### src/rtl/ws2812_rx_decoder_if.sv
// LED serial line in, recovered frame/latch/error strobes and forwarded stream out.
// Master side is the decoder; slave side drives din and consumes the results.
// No handshake: every strobe is a single-cycle pulse with no backpressure.
interface ws2812_rx_decoder_if;
  logic        din;
  logic [23:0] frame_data;
  logic        frame_valid;
  logic        latch;
  logic        frame_error;
  logic        dout;

  modport master (
    input  din,
    output frame_data, frame_valid, latch, frame_error, dout
  );

  modport slave (
    output din,
    input  frame_data, frame_valid, latch, frame_error, dout
  );
endinterface

### src/rtl/ws2812_rx_decoder.sv
// WS2812 NRZ receiver: pulse-width bit decode, 24-bit GRB frames, reset-gap latch; WS2812_RX_PASSTHROUGH_EN forwards surplus bits.
// Latency: frame_valid 3 clk after the 24th falling edge, latch RESET_CYC+2 clk after the last falling edge.
// No backpressure: outputs are single-cycle strobes; frame_data holds until the next complete frame.
module ws2812_rx_decoder #(
  parameter int THRESH_CYC   = 30,
  parameter int MIN_HIGH_CYC = 5,
  parameter int MAX_HIGH_CYC = 100,
  parameter int RESET_CYC    = 250,
  parameter int CNT_W        = 12
) (
  input  logic                 clk,
  input  logic                 rst_n,
  ws2812_rx_decoder_if.master  bus
);

  localparam logic [CNT_W-1:0] THRESH_V   = CNT_W'(THRESH_CYC);
  localparam logic [CNT_W-1:0] MIN_V      = CNT_W'(MIN_HIGH_CYC);
  localparam logic [CNT_W-1:0] MAX_V      = CNT_W'(MAX_HIGH_CYC);
  localparam logic [CNT_W-1:0] MAX_M1_V   = CNT_W'(MAX_HIGH_CYC - 1);
  localparam logic [CNT_W-1:0] RESET_V    = CNT_W'(RESET_CYC);
  localparam logic [CNT_W-1:0] RESET_M1_V = CNT_W'(RESET_CYC - 1);
  localparam logic [CNT_W-1:0] ONE_V      = CNT_W'(1);

  typedef enum logic [1:0] {S_IDLE, S_HIGH, S_LOW, S_ERR} state_t;

  state_t             state;
  logic               din_m, din_s, din_d;
  logic               rise, fall;
  logic [CNT_W-1:0]   low_cnt, high_cnt;
  logic [4:0]         bit_cnt;
  logic [23:0]        shreg, next_shreg;
  logic               captured;
  logic [23:0]        frame_data_q;
  logic               frame_valid_q, latch_q, frame_error_q;

  always_ff @(posedge clk or negedge rst_n) begin
    if (!rst_n) begin
      din_m <= 1'b0;
      din_s <= 1'b0;
      din_d <= 1'b0;
    end else begin
      din_m <= bus.din;
      din_s <= din_m;
      din_d <= din_s;
    end
  end

  assign rise       = din_s & ~din_d;
  assign fall       = ~din_s & din_d;
  assign next_shreg = {shreg[22:0], (high_cnt >= THRESH_V)};

  always_ff @(posedge clk or negedge rst_n) begin
    if (!rst_n) begin
      state         <= S_IDLE;
      low_cnt       <= '0;
      high_cnt      <= '0;
      bit_cnt       <= '0;
      shreg         <= '0;
      captured      <= 1'b0;
      frame_data_q  <= '0;
      frame_valid_q <= 1'b0;
      latch_q       <= 1'b0;
      frame_error_q <= 1'b0;
    end else begin
      frame_valid_q <= 1'b0;
      latch_q       <= 1'b0;
      frame_error_q <= 1'b0;
      case (state)
        S_IDLE: begin
          // The power-up gap only arms the receiver; it is not a latch.
          if (din_s) begin
            low_cnt <= '0;
          end else if (low_cnt == RESET_M1_V) begin
            low_cnt <= RESET_V;
            bit_cnt <= '0;
            state   <= S_LOW;
          end else begin
            low_cnt <= low_cnt + ONE_V;
          end
        end
        S_LOW: begin
          if (rise) begin
            high_cnt <= ONE_V;
            state    <= S_HIGH;
          end else if (low_cnt == RESET_M1_V) begin
            low_cnt       <= RESET_V;
            latch_q       <= 1'b1;
            frame_error_q <= (bit_cnt != 5'd0) && (bit_cnt < 5'd24);
            bit_cnt       <= '0;
            captured      <= 1'b0;
          end else if (low_cnt != RESET_V) begin
            low_cnt <= low_cnt + ONE_V;
          end
        end
        S_HIGH: begin
          // low_cnt is frozen here so a rejected glitch resumes the running gap.
          if (fall) begin
            state <= S_LOW;
            if (high_cnt >= MIN_V) begin
              low_cnt <= ONE_V;
              if (!captured) begin
                shreg   <= next_shreg;
                bit_cnt <= bit_cnt + 5'd1;
                if (bit_cnt == 5'd23) begin
                  frame_data_q  <= next_shreg;
                  frame_valid_q <= 1'b1;
                  captured      <= 1'b1;
                end
              end
            end
          end else if (high_cnt == MAX_M1_V) begin
            high_cnt      <= MAX_V;
            low_cnt       <= '0;
            frame_error_q <= 1'b1;
            state         <= S_ERR;
          end else begin
            high_cnt <= high_cnt + ONE_V;
          end
        end
        S_ERR: begin
          if (din_s) begin
            low_cnt <= '0;
          end else if (low_cnt == RESET_M1_V) begin
            low_cnt  <= RESET_V;
            latch_q  <= 1'b1;
            bit_cnt  <= '0;
            captured <= 1'b0;
            state    <= S_LOW;
          end else begin
            low_cnt <= low_cnt + ONE_V;
          end
        end
        default: state <= S_IDLE;
      endcase
    end
  end

  assign bus.frame_data  = frame_data_q;
  assign bus.frame_valid = frame_valid_q;
  assign bus.latch       = latch_q;
  assign bus.frame_error = frame_error_q;

`ifdef WS2812_RX_PASSTHROUGH_EN
  assign bus.dout = din_s & captured;
`else
  assign bus.dout = 1'b0;
`endif

endmodule

### src/flat_wrapper.sv
// flat-port wrapper written by rule: the top's interface ports become plain ports
module ws2812_rx_decoder_flat 
#(
  parameter int THRESH_CYC   = 30,
  parameter int MIN_HIGH_CYC = 5,
  parameter int MAX_HIGH_CYC = 100,
  parameter int RESET_CYC    = 250,
  parameter int CNT_W        = 12
)
  (clk, rst_n, bus_din, bus_frame_data, bus_frame_valid, bus_latch, bus_frame_error, bus_dout);
  ws2812_rx_decoder_if bus_i ();
  input  logic clk;
  input  logic rst_n;
  input wire logic [$bits(bus_i.din)-1:0] bus_din;
  output wire logic [$bits(bus_i.frame_data)-1:0] bus_frame_data;
  output wire logic [$bits(bus_i.frame_valid)-1:0] bus_frame_valid;
  output wire logic [$bits(bus_i.latch)-1:0] bus_latch;
  output wire logic [$bits(bus_i.frame_error)-1:0] bus_frame_error;
  output wire logic [$bits(bus_i.dout)-1:0] bus_dout;
  assign bus_i.din = bus_din;
  assign bus_frame_data = bus_i.frame_data;
  assign bus_frame_valid = bus_i.frame_valid;
  assign bus_latch = bus_i.latch;
  assign bus_frame_error = bus_i.frame_error;
  assign bus_dout = bus_i.dout;
  ws2812_rx_decoder #(.THRESH_CYC(THRESH_CYC), .MIN_HIGH_CYC(MIN_HIGH_CYC), .MAX_HIGH_CYC(MAX_HIGH_CYC), .RESET_CYC(RESET_CYC), .CNT_W(CNT_W)) u_core (.clk(clk), .rst_n(rst_n), .bus(bus_i));
endmodule
### config.mk
export PLATFORM = sky130hd
export DESIGN_NAME = ws2812_rx_decoder_flat
export DESIGN_NICKNAME = d
export VERILOG_FILES = /design/src/rtl/ws2812_rx_decoder_if.sv /design/src/rtl/ws2812_rx_decoder.sv /design/src/flat_wrapper.sv
export SDC_FILE = /design/constraint.sdc
export NUM_CORES = 1
export LEC_CHECK = 0
export BUFFER_PORTS_ARGS = -buffer_cell sky130_fd_sc_hd__buf_2
export CELL_PAD_IN_SITES_DETAIL_PLACEMENT = 1
export CELL_PAD_IN_SITES_GLOBAL_PLACEMENT = 1
export CORE_MARGIN = 4
export CORE_UTILIZATION = 52
export DETAILED_ROUTE_END_ITERATION = 6
export PLACE_DENSITY_LB_ADDON = 0.1
export SLEW_MARGIN = 15
export SYNTH_ARGS = -nofsm -noshare
export SYNTH_HDL_FRONTEND = slang
export SYNTH_SLANG_ARGS = --single-unit
### constraint.sdc
create_clock -name clk -period 5.2 [get_ports clk]
set_input_delay 1.04 -clock clk [delete_from_list [all_inputs] [get_ports clk]]
set_output_delay 1.04 -clock clk [all_outputs]
set_load 0.05 [all_outputs]
; ---- Yosys cells after proc, flatten, opt, wreduce, memory -nomap -nowiden
; Cells that the tools add are included.
[totals]
ff_bits = 85
latchBits = 0
mem_bits_rw = 0
rom_bits = 0
input_bits = 3
output_inout_bits = 28
word_cells = 103
memories = 0
[op_classes]
add_sub_neg = 3
multipliers = 0
div_mod_pow = 0
order_cmp = 3
n_eq_ne = 19
n_shift = 0
muxes = 47
bitwise_logic = 5
reduce_logical = 13
[op_table]
columns = operator, n
row1 = $mux 12, 11
row2 = $pmux 12 s3, 1
row3 = $mux 5, 6
row4 = $add 12x1->12 const B, 2
row5 = $pmux 12 s2, 1
row6 = $mux 1, 18
row7 = $pmux 5 s3, 1
row8 = $reduce_and 5->1, 3
row9 = $eq 12x7->1 const B, 1
row10 = $eq 12x8->1 const B, 1
row11 = $ge 12x3->1 const B, 1
row12 = $ge 12x5->1 const B, 1
row13 = $ne 12x8->1 const B, 1
row14 = $reduce_and 4->1, 3
row15 = $mux 2, 5
row16 = $ne 2x2->1 const B, 5
row17 = $ne 2x1->1 const B, 4
row18 = $ne 3x1->1 const B, 2
row19 = $pmux 2 s3, 1
row20 = $add 5x1->5 const B, 1
row21 = $eq 5x5->1 const B, 1
row22 = $lt 5x5->1 const B, 1
row23 = $reduce_bool 5->1, 1
row24 = $eq 2x2->1 const B, 2
row25 = 12 further kinds, 16

; ---- Longest topological paths before layout
[depth]
depth_word = 6
ltp_mapped = 9
ltp_nobuf = 7

; ---- Worst setup path before layout
; OpenSTA, ideal clock, no wires.
[synth_path]
path_type = register to register
from = register u_core.high_cnt[0]
to = register u_core.frame_data_q[0], in the netlist u_core.bus.frame_data[0]
setup_ns = 0.125
arrival_ns = 2.167
t_required_ns = 5.075
setup_slack_ns = 2.908
stages_incl_launch_ff = 9
n_path_buf = 1
period_less_slack_ns = 2.292
path_cell_list = dfrtp_1 inv_1 ha_1 nor2b_1 o2111ai_1 nand2b_1 nor3_2 buf_2 mux2_2
[synth_via]
elab_chain_cells = 2
elab_cells_between_ends = 3
classes_between = order compare (2) / reduce/logical (1)
[synth_rtl]
columns = item, line_no
row1 = "start, declared", ws2812_rx_decoder.sv:29  ; logic [CNT_W-1:0] low_cnt, high_cnt;
row2 = "start signal, assigned", ws2812_rx_decoder.sv:117  ; high_cnt <= high_cnt + ONE_V;
row3 = $ge 12x3->1, ws2812_rx_decoder.sv:99  ; if (high_cnt >= MIN_V) begin
row4 = $reduce_and 5->1 (no source line), -
row5 = "end signal, assigned", ws2812_rx_decoder.sv:105  ; frame_data_q <= next_shreg;
row6 = "end, declared", ws2812_rx_decoder.sv:33  ; logic [23:0] frame_data_q;
; Parallel ways exist; a longest one is shown, timed or not.
; A chain may end at the register's enable or synchronous reset.

; ---- Worst setup path in the final report
[layout_path]
from = register u_core.state[1]
to = register u_core.shreg[2]
[layout_via]
elab_chain_cells = 2
[layout_rtl]
columns = item, line_no
row1 = "start, declared", ws2812_rx_decoder.sv:26  ; state_t state;
row2 = "start signal, assigned", ws2812_rx_decoder.sv:54  ; state <= S_IDLE;
row3 = "start signal, assigned", ws2812_rx_decoder.sv:76  ; state <= S_LOW;
row4 = "start signal, assigned", ws2812_rx_decoder.sv:84  ; state <= S_HIGH;
row5 = $eq 2x1->1, ws2812_rx_decoder.sv:68  ; case (state)
row6 = $reduce_and 4->1 (no source line), -
row7 = "end signal, assigned", ws2812_rx_decoder.sv:102  ; shreg <= next_shreg;
row8 = "end, declared", ws2812_rx_decoder.sv:31  ; logic [23:0] shreg, next_shreg;
; No other way between the ends.

==> results.txt <==
cell total after placement -> 481
Buffers on Ports -> 29
Final ANT Viol Nets -> 0
cells on worst reg2reg path -> 6
CTS resizes -> 0
max-slew violation count -> 0
CTS root buffer -> clkbuf_8
launching point of the worst reg2reg path -> u_core.state[1]$_DFFE_PN0P_
Worst Hold Class -> reg2reg
worst-path fanout max -> 23
crit start category -> flop
H-tree levels -> 3
post-synth top area share -> 51.85%
CTS tree -> done
# diodes -> 0
Worst slew margin -> 36.37%
first-pass GRT wire length -> 16,640 microns
status -> finished, final reports clean
Pleak -> 2.184 nW
nets@finish -> 408
clock sinks -> 85
Iter 0 DRT Violations -> 173
Cells on Worst Hold Path -> 0
Setup Fix Bufs, Post-CTS -> 0
number of synthesized flops with an enable pin -> 0
DR vias/cell -> 5.988
register area share after synthesis -> 51.85%
Pre-Repair DR Iteration Count -> 5
Worst Path Class, Setup -> reg2reg
critical path capture point type -> flop
reg2reg setup slack -> 2340 ps
final setup fails -> 0
Max IR drop VDD -> 0.1747 mV
DP HPWL -> 5917 microns
floorplan row count -> 32
pwr dens -> 268.4 mW/mm^2
Critical path buffers and inverters -> 2
CTS Hold Buffers Added -> 0
Layout area overhead -> 12.11%
top cell type by total area after synthesis -> dfrtp_1
Crit path max-delay family -> simple AND/OR/NAND/NOR gates
Longest Clk Path Bufs -> 2
Syn Nets -> 379
endpoints failing hold -> 0
synthesized area per cell -> 11.30 sq um
Mapped Cells -> 363
post-synth cell types -> 54
RSZ-0062 raised after global routing -> false
Syn. warnings -> 0
Hold EP -> u_core.din_s$_DFF_PN0_
mapped cell area -> 0.004103 sq mm
layout cells sized above 1 -> 26.45%
placer congestion estimate -> 0.7488
Final Core Density -> 59.83%
largest net degree at the start of global routing -> 86
number of synthesized register bits -> 85
die width -> 96.83 microns
initial core utilization -> 53.37%
vias -> 2,988
post-route non-filler standard cell count -> 499
Wirelength per Cell -> 19.54 microns
die height -> 96.83 microns
max_cap viols -> 0
ys flop type -> dfrtp_1
initial antenna violation count -> 0
final setup skew -> 12.66 ps
minimum clock period -> 2856 ps
CP cell instances -> inv_1 -> ha_1 -> nand3b_1 -> nor2_4 -> buf_4 -> mux2_2
GRT Util Overall -> 21.68%
Core ar. -> 0.007687 sq mm
clock slew at reported path FFs -> 100 ps
Worst path slowest cell -> nor2_4
worst skew pair latency -> 350 ps
setup tns final -> 0 ps
die footprint -> 0.009375 sq mm
r2r endpoint -> u_core.shreg[2]$_DFFE_PN0P_
DR DRC count -> 0
worst stage delay on the critical path -> 670 ps
Data required, critical path -> 5440 ps
CTS Buf Count -> 9
Fmax -> 350.2 MHz
number of fill cells -> 817
num ports -> 31
WP data arrival -> 3090 ps
FFs w/ async S/R, synth -> 100.0%
worst hold start -> u_core.din_m$_DFF_PN0_
Synth area leaders -> dfrtp_1 (52%), mux2_2 (13%), ha_1 (4.0%), nor2_1 (2.6%), o31ai_1 (2.0%)
Tcrit/Tclk final -> 54.92%
GRT overflow -> 0
routed wire length -> 9752 microns
actual slew at the worst max-slew pin -> 954.4 ps
number of global-route vias before repair -> 3,233
logic make-up (layout without fill, tap and decap cells):
logic type | after synthesis | after routing | synth area share, %
xor+xnor | 4 | 4 | 0.8538
compound gates | 71 | 71 | 11.92
buf+inv | 31 | 65 | 3.233
other cells | 1 | 1 | 0.09140
fa+ha+maj | 13 | 13 | 3.965
flops | 85 | 85 | 51.85
mux | 52 | 52 | 14.30
simple gates | 106 | 106 | 13.78
layer usage:
layer  up-vias  share of wire (%)  track usage [%]
met4         0               0.99            6.695
li1       1389                  -                -
met1      1540                 47            29.12
met2        52                 49            36.09
met5         -                  0                0
met3         7                3.0            3.605
how the worst max path moves through the flow:
stage,startpoint,to,depth (start not counted)
global route,u_core.state[1]$_DFFE_PN0P_,u_core.shreg[2]$_DFFE_PN0P_,6
detailed placement,u_core.state[1]$_DFFE_PN0P_,u_core.shreg[2]$_DFFE_PN0P_,6
finish,u_core.state[1]$_DFFE_PN0P_,u_core.shreg[2]$_DFFE_PN0P_,6
floorplan,u_core.high_cnt[0]$_DFFE_PN0P_,u_core.bus.frame_data[0]$_DFFE_PN0P_,8
CTS,u_core.state[1]$_DFFE_PN0P_,u_core.shreg[1]$_DFFE_PN0P_,6
global placement,u_core.high_cnt[0]$_DFFE_PN0P_,u_core.shreg[2]$_DFFE_PN0P_,8
synth_stat cells, drive strengths merged (2+ instances only):
library cell and instances:
nand3 13, nor2 28, a22o 2, a31oi 4, a2bb2oi 2, dfrtp 85, xnor2 4, nor3 8
o2111ai 3, nand2b 5, nor4b 2, clkbuf 11, o41ai 5, o22ai 4, buf 6, nor2b 2
a211oi 2, and2 2, mux2 50, nand3b 3, a21oi 11, ha 13, mux2i 2, nand4b 3
or2 3, or3 3, nand4 5, o211ai 5, nand2 16, or4 3, and4 2, o31ai 11
nor4 5, o21ai 13, inv 14
cell type report:
cell class	count	area, sq um	area share, %
flip-flops and latches	85	2127	46.25
multi-input cells	247	1857	40.37
repair buffers	35	212.7	4.625
clock buffers	10	127.6	2.775
well taps	102	127.6	2.775
clock inverters	6	95.09	2.067
inverters	14	52.55	1.143
flip-flops by register name, summed over array words and instances, names as in the netlist, 2 cells and up:
signal / cells
u_core.bit_cnt: 5
u_core.low_cnt: 12
u_core.bus.frame_data: 24
u_core.state: 2
u_core.shreg: 23
u_core.high_cnt: 12
metrics by stage:
step	hold slack [ps]	setup slack [ps]	total power [mW]	instance area [sq um]
final	364.7	2344	1.234	4599
after global routing	371.1	2146	1.282	4599
after CTS	368.7	2013	1.243	4559
after detailed placement	347.1	2047	0.7131	4337
after global placement	339.5	2200	0.7121	4337
after floorplan	331.2	2908	0.6949	4103
layout by cell type, fill, tap and decap left out, types with 5 or more instances in the layout:
master,count
nor2_1,27
o31ai_1,11
nand3_1,13
o41ai_1,5
nand2b_1,5
o211ai_1,5
mux2_2,49
buf_2,28
nand4_1,5
inv_1,14
clkbuf_8,9
a21oi_1,11
nand2_1,16
dfrtp_1,85
o21ai_0,13
buf_4,5
nor3_1,7
ha_1,13
nor4_1,5
where the power goes:
| part | total (mW) | internal, mW | leakage [nW] | switching [mW] |
|---|---|---|---|---|
| sequential | 0.670 | 0.663 | 1.18 | 0.00657 |
| clock | 0.532 | 0.275 | 0.111 | 0.257 |
| combinational | 0.0324 | 0.00953 | 0.895 | 0.0229 |
| total | 1.23 | 0.948 | 2.18 | 0.286 |
Note: power is estimated with default switching activity, not from simulation.
